==> src/rtl/scan_counter_pkg.sv <==
// scan_counter_pkg: shared converter state, segment patterns and width helper for the counter display chain
package scan_counter_pkg;
  typedef enum logic [1:0] {IDLE, SHIFT, DONE} conv_state_e;
  localparam logic [7:0] SEG_PAT [10] = '{8'h3F, 8'h06, 8'h5B, 8'h4F, 8'h66, 8'h6D, 8'h7D, 8'h07, 8'h7F, 8'h6F};
  localparam logic [7:0] SEG_BLANK = 8'h00;
  function automatic int clog2(input int n);
    int r;
    r = 1;
    while ((1 << r) < n) r++;
    return r;
  endfunction
endpackage

==> src/rtl/scan_step_counter_bin2bcd_seq.sv <==
// bin2bcd_seq: sequential shift-add-3 binary to BCD converter, one bit per cycle
module bin2bcd_seq
  import scan_counter_pkg::*;
#(
  parameter int CNT_W  = 8,
  parameter int DIGITS = 3
) (
  input  logic                  clk,
  input  logic                  rst,
  input  logic                  start_i,
  input  logic [CNT_W-1:0]      bin_i,
  output logic                  busy_o,
  output logic                  done_o,
  output logic [4*DIGITS-1:0]   bcd_o
);
  localparam int BW = 4 * DIGITS;
  localparam int CW = clog2(CNT_W);
  conv_state_e state_q, state_d;
  logic [CNT_W-1:0] bin_q, bin_d;
  logic [BW-1:0] bcd_q, bcd_d, adj;
  logic [CW-1:0] bit_q, bit_d;
  // add 3 to every BCD digit of 5 or more before the next shift
  always_comb begin
    adj = bcd_q;
    for (int i = 0; i < DIGITS; i++) adj[4*i +: 4] = bcd_q[4*i +: 4] > 4'd4 ? bcd_q[4*i +: 4] + 4'd3 : bcd_q[4*i +: 4];
  end
  // FSM: capture on start, shift CNT_W bits, hold one DONE cycle for the result write
  always_comb begin
    state_d = state_q;
    bin_d = bin_q;
    bcd_d = bcd_q;
    bit_d = bit_q;
    if (state_q == IDLE && start_i) begin
      state_d = SHIFT;
      bin_d = bin_i;
      bcd_d = '0;
      bit_d = '0;
    end
    if (state_q == SHIFT) begin
      bcd_d = {adj[BW-2:0], bin_q[CNT_W-1]};
      bin_d = bin_q << 1;
      bit_d = bit_q + CW'(1);
      state_d = bit_q == CW'(CNT_W - 1) ? DONE : SHIFT;
    end
    if (state_q == DONE) state_d = IDLE;
  end
  // state registers; reset discards any conversion in flight
  always_ff @(posedge clk or posedge rst) begin
    if (rst) begin
      state_q <= IDLE;
      bin_q <= '0;
      bcd_q <= '0;
      bit_q <= '0;
    end else begin
      state_q <= state_d;
      bin_q <= bin_d;
      bcd_q <= bcd_d;
      bit_q <= bit_d;
    end
  end
  assign busy_o = state_q == SHIFT;
  assign done_o = state_q == DONE;
  assign bcd_o = bcd_q;
endmodule

==> src/rtl/scan_step_counter.sv <==
// scan_step_counter: prescaled up/down step counter feeding a BCD converter and multiplexed 7-segment scanner
module scan_step_counter
  import scan_counter_pkg::*;
#(
  parameter int CNT_W    = 8,
  parameter int STEP_W   = 4,
  parameter int DIGITS   = 3,
  parameter int TICK_DIV = 50_000_000,
  parameter int SCAN_DIV = 50_000,
  parameter int BLANK_LZ = 1
) (
  input  logic                      clk,
  input  logic                      rst_n,
  input  logic                      en,
  input  logic                      up_down,
  input  logic [STEP_W-1:0]         step,
  input  logic                      sat_mode,
  input  logic                      load,
  input  logic [CNT_W-1:0]          load_val,
  output logic [CNT_W-1:0]          count,
  output logic                      ovf,
  output logic                      bcd_busy,
  output logic [7:0]                seg,
  output logic [clog2(DIGITS)-1:0]  seg_select
);
  localparam int XW = CNT_W + 1;
  localparam int TW = clog2(TICK_DIV);
  localparam int SW = clog2(SCAN_DIV);
  localparam int LW = clog2(DIGITS);
  localparam int BW = 4 * DIGITS;
  if (64'd10 ** DIGITS <= (64'd1 << CNT_W) - 64'd1) begin : g_digits_check
    $error("DIGITS too small to display the full CNT_W range");
  end
  logic [TW-1:0] tick_q, tick_d;
  logic [SW-1:0] scan_q, scan_d;
  logic [CNT_W-1:0] count_q, count_d, last_q, last_d, nxt;
  logic ovf_q, ovf_d, pend_q, pend_d;
  logic [BW-1:0] disp_q, disp_d, bcd;
  logic [LW-1:0] sel_q, sel_d, sel_n;
  logic [7:0] seg_q, seg_d;
  logic [XW-1:0] sum, dif;
  logic [DIGITS:0] lz;
  logic [3:0] dig;
  logic tick, upd, flag, adv, blank, start, conv_busy, conv_done;
  // counter: arithmetic at CNT_W+1 bits exposes carry/borrow; load beats tick
  always_comb begin
    tick = tick_q == TW'(TICK_DIV - 1);
    tick_d = tick ? '0 : tick_q + TW'(1);
    sum = {1'b0, count_q} + XW'(step);
    dif = {1'b0, count_q} - XW'(step);
    flag = up_down ? sum[CNT_W] : dif[CNT_W];
    nxt = (sat_mode && flag) ? {CNT_W{up_down}} : (up_down ? sum[CNT_W-1:0] : dif[CNT_W-1:0]);
    upd = tick && en && !load;
    count_d = load ? load_val : upd ? nxt : count_q;
    ovf_d = upd && flag;
  end
  // converter control: start when the count left the last captured value or a change arrived mid-shift
  always_comb begin
    start = !conv_busy && !conv_done && (count_q != last_q || pend_q);
    last_d = start ? count_q : last_q;
    pend_d = start ? 1'b0 : (conv_busy && count_q != last_q) || pend_q;
    disp_d = conv_done ? bcd : disp_q;
  end
  // scanner: step the digit index and register the pattern of the newly selected digit
  always_comb begin
    adv = scan_q == SW'(SCAN_DIV - 1);
    scan_d = adv ? '0 : scan_q + SW'(1);
    sel_n = sel_q == LW'(DIGITS - 1) ? '0 : sel_q + LW'(1);
    sel_d = adv ? sel_n : sel_q;
    lz = '0;
    lz[DIGITS] = 1'b1;
    for (int i = DIGITS - 1; i >= 0; i--) lz[i] = lz[i+1] && disp_q[4*i +: 4] == 4'd0;
    dig = disp_q[{sel_n, 2'b00} +: 4];
    blank = BLANK_LZ != 0 && sel_n != '0 && lz[sel_n];
    seg_d = adv ? (blank ? SEG_BLANK : SEG_PAT[dig]) : seg_q;
  end
  // state registers
  always_ff @(posedge clk or posedge rst_n) begin
    if (rst_n) begin
      tick_q <= '0;
      scan_q <= '0;
      count_q <= '0;
      ovf_q <= 1'b0;
      last_q <= '0;
      pend_q <= 1'b0;
      disp_q <= '0;
      sel_q <= '0;
      seg_q <= SEG_PAT[0];
    end else begin
      tick_q <= tick_d;
      scan_q <= scan_d;
      count_q <= count_d;
      ovf_q <= ovf_d;
      last_q <= last_d;
      pend_q <= pend_d;
      disp_q <= disp_d;
      sel_q <= sel_d;
      seg_q <= seg_d;
    end
  end
  bin2bcd_seq #(.CNT_W(CNT_W), .DIGITS(DIGITS)) u_bcd (
    .clk     (clk),
    .rst     (rst_n),
    .start_i (start),
    .bin_i   (count_q),
    .busy_o  (conv_busy),
    .done_o  (conv_done),
    .bcd_o   (bcd)
  );
  assign count = count_q;
  assign ovf = ovf_q;
  assign bcd_busy = conv_busy;
  assign seg = seg_q;
  assign seg_select = sel_q;
endmodule

==> config.mk <==
export PLATFORM = sky130hd
export DESIGN_NAME = scan_step_counter
export DESIGN_NICKNAME = d
export VERILOG_FILES = /design/src/rtl/scan_counter_pkg.sv /design/src/rtl/scan_step_counter_bin2bcd_seq.sv /design/src/rtl/scan_step_counter.sv
export SDC_FILE = /design/constraint.sdc
export NUM_CORES = 1
export LEC_CHECK = 0
export BUFFER_PORTS_ARGS = -buffer_cell sky130_fd_sc_hd__buf_2
export CAP_MARGIN = 20
export CELL_PAD_IN_SITES_DETAIL_PLACEMENT = 0
export CELL_PAD_IN_SITES_GLOBAL_PLACEMENT = 1
export CORE_ASPECT_RATIO = 0.7
export CORE_MARGIN = 2
export CORE_UTILIZATION = 50
export DETAILED_ROUTE_END_ITERATION = 10
export HOLD_SLACK_MARGIN = 0.03
export PLACE_DENSITY = 0.87
export SYNTH_ARGS = -nofsm -noshare
export SYNTH_HDL_FRONTEND = slang
export SYNTH_SLANG_ARGS = --single-unit
==> constraint.sdc <==
create_clock -name clk -period 6.8 [get_ports clk]
set_input_delay 0 -clock clk [delete_from_list [all_inputs] [get_ports clk]]
set_output_delay 0 -clock clk [all_outputs]
set_load 0.1 [all_outputs]
==> out/qor.csv <==
stage,metric,value,unit
synthesis,post-synth top area share,0.435,
worst_setup_path,critical path class,reg2reg,
clock_tree,Resized Gates After CTS,0,
sta,minimum clock period,2.93,ns
drt,via count,4288,
synthesis,mux contribution to synthesized area,0.0722,
synthesis,"EDFF count, synth",0,
synthesis,post-synth top area cell,dfrtp_1,
power,Power Dens Cells,321,nW/um^2
drt,Remaining DRCs,0,
global_route,largest net degree at the start of global routing,57,
die,cell row count,32,
synthesis,Post-Synth Simple-Gate Area,0.188,
synthesis,synth top area cells,"dfrtp_1 43%, nand2_1 5.0%, ha_1 5.0%, xor2_1 4.6%, o21ai_0 4.2%",
global_route,"Remaining Overflow, GRT",0,
die,IO Count,38,
drt,Total Wirelength,11400,um
synthesis,Post-Syn Instances,600,
synthesis,Synth Area in Compound Gates,0.112,
placement,dpl cell area,6050,um^2
clock_tree,H-tree depth,3,
sta,unrepaired setup endpoints after global routing,no,
die,DIE WIDTH,132,um
worst_setup_path,CP required,7.04,ns
worst_setup_path,critical path startpoint category,register,
global_route,initial antenna violation count,0,
placement,HPWL Detailed,8140,um
clock_tree,CTS Buf Count,9,
synthesis,Async SR Flop Fraction,1.00,
clock_tree,worst-skew pair later-pin latency,0.35,ns
drt,Via-to-Cell Ratio,5.41,
global_route,vias in the first global route,4039,
sta,crit share post-route,0.430,
synthesis,#FFs+latches synth,106,
power,Pleak,3.06,nW
layout,share of layout cells above drive strength 1,0.138,
die,full die area,12400,um^2
synthesis,most common cell in the netlist,dfrtp_1,
synthesis,Synth top cells by count,"100 x dfrtp_1, 77 x nand2_1, 50 x nor2_1",
worst_setup_path,Crit path arrival time,3.16,ns
die,Core Region,11100,um^2
sta,Worst Skew,0.0103,ns
global_route,global-route wire length before repair,19500,um
synthesis,post-synthesis sequential area ratio,0.462,
synthesis,Synth Area in Adders,0.0570,
drt,initial DRC count,185,
drt,Initial DRT Pass Iterations,7,
sta,Setup Viol. Count Final,0,
die,Initial Util,0.517,
status,status,"complete, no violations",
synthesis,xor-xnor portion of the synthesized cell area,0.0715,
placement,GPL Wtd Cong,0.927,
worst_setup_path,Crit Path Max Fanout,7,
drt,wire per inst,14.4,um
worst_setup_path,Worst setup EP type,register,
sta,setup TNS,0,ns
synthesis,syn_area_per_cell,9.59,um^2
synthesis,synth unique cells,57,
sta,fmax,0.342,GHz
run,Max Cap Viol,0,
layout,Area Overhead vs Synth,12.3,%
placement,I/O Buffers,36,
synthesis,prevailing post-synth register cell,dfrtp_1,
synthesis,Synth Warn #,0,
worst_hold_path,Min-Delay Path Class,in2reg,
global_route,GRT Overall Usage,0.196,
synthesis,syn_nets,643,
layout,n_diodes,0,
clock_tree,TritonCTS clock tree,done,
layout,Total Nets Final,678,
sta,fin. max-slew vios,0,
clock_tree,CTS Sinks,106,
clock_tree,clock-pin slew on the worst setup and hold paths,0.07,ns
power,worst-case vdd ir drop,0.000281,V
sta,worst slew pin tran,0.967,ns
layout,cell area after layout,6460,um^2
sta,Final Hold Fails,0,
clock_tree,clk root buf,clkbuf_16,
synthesis,main combinational cell family by area after synthesis,simple AND/OR/NAND/NOR gates,
clock_tree,clk buf depth,2,
sta,relative slew slack,0.354,
synthesis,synthesized area,5750,um^2
die,height of the die,93.8,um
drt,DRT antenna net count,0,
[metrics by stage]
stage | power, mW | instances | util | setup slack [ns] | hold WS (ns)
5_1_grt | 2.22 | 793 | 0.581 | 3.73 | 0.0753
3_3_place_gp | 1.52 | 766 | 0.543 | 4.08 | 0.132
3_5_place_dp | 1.56 | 766 | 0.543 | 3.96 | 0.134
2_1_floorplan | 1.41 | 600 | - | 3.80 | 0.117
6_report | 2.07 | 793 | 0.581 | 3.87 | 0.0541
4_1_cts | 2.10 | 793 | 0.581 | 3.94 | 0.0394
[power breakdown]
part	switching (mW)	internal, mW	total [mW]
clock	0.230	0.298	0.527
combinational	0.426	0.275	0.701
sequential	0.101	0.745	0.845
[flip-flops by register name, summed over array words and instances, names as in the netlist]
register       flops
tick_q            26
scan_q            16
disp_q            12
u_bcd.bcd_o       12
count              8
last_q             8
u_bcd.bin_q        8
seg                7
u_bcd.bit_q        3
seg_select         2
u_bcd.state_q      2
ovf                1
pend_q             1
[placed cells by master, fill, tap and decap left out, types with 19 or more instances in the layout]
cell	instances
dfrtp_1	100
nand2_1	77
nor2_1	50
o21ai_0	48
buf_2	36
xor2_1	30
inv_1	25
ha_1	23
a21oi_1	20
mux2_2	20
nand3_1	20
mux2i_1	19
[cells by family (layout without fill, tap and decap cells)]
family / Yosys count / in the layout
AND/OR/NAND/NOR: 223 / 223
AO/OA/AOI/OAI: 106 / 106
flip-flops: 106 / 106
buffers and inverters: 53 / 93
XOR/XNOR: 47 / 47
multiplexers: 39 / 39
adder cells (fa/ha/maj): 25 / 25
other: 1 / 1
[layout make-up]
cell class                 count  area (um^2)
multi-input combinational    441         2890
timing repair buffer          51          320
clock inverter                 5         62.6
fill                        1005         4670
tap                          153          191
clock buffer                  11          243
inverter                      26          100
sequential                   106         2660
[critical path: stages, from the launching register on]
cell and delay (ns):
dfrtp_1 0.45, inv_1 0.11, ha_1 0.19, inv_1 0.06, fa_1 0.42, a21o_1 0.21, a2111oi_2 0.48, a32o_1 0.34
nand2_1 0.15, a32o_1 0.24, a21o_1 0.16
[worst paths after layout]
check,from,endpoint,slack (ns),cells after the start
max,count[0],count[7],3.87,10
min,load_val[7],count[7],0.05,5
max reg2reg,count[0],count[7],3.87,10
min reg2reg,seg[0],seg[0],0.47,2
max in group asynchronous,rst_n,u_bcd.bin_q[7],5.35,4
min in group asynchronous,rst_n,scan_q[4],0.30,3
[per-layer routing]
metal  routed length (um)  vias up  GRT usage
met5                    0        -          0
met2                 5020       58      0.300
met3                  436       16     0.0480
met1                 5810     2079      0.283
li1                     -     2135          -
met4                  138        0     0.0430
[what timing repair did]
item                      4_1_cts  5_1_grt
hold endpoints to repair       57        0
hold buffers                   11        0
buffers inserted                0        0
No activity file was read; power rests on OpenSTA's default activity.
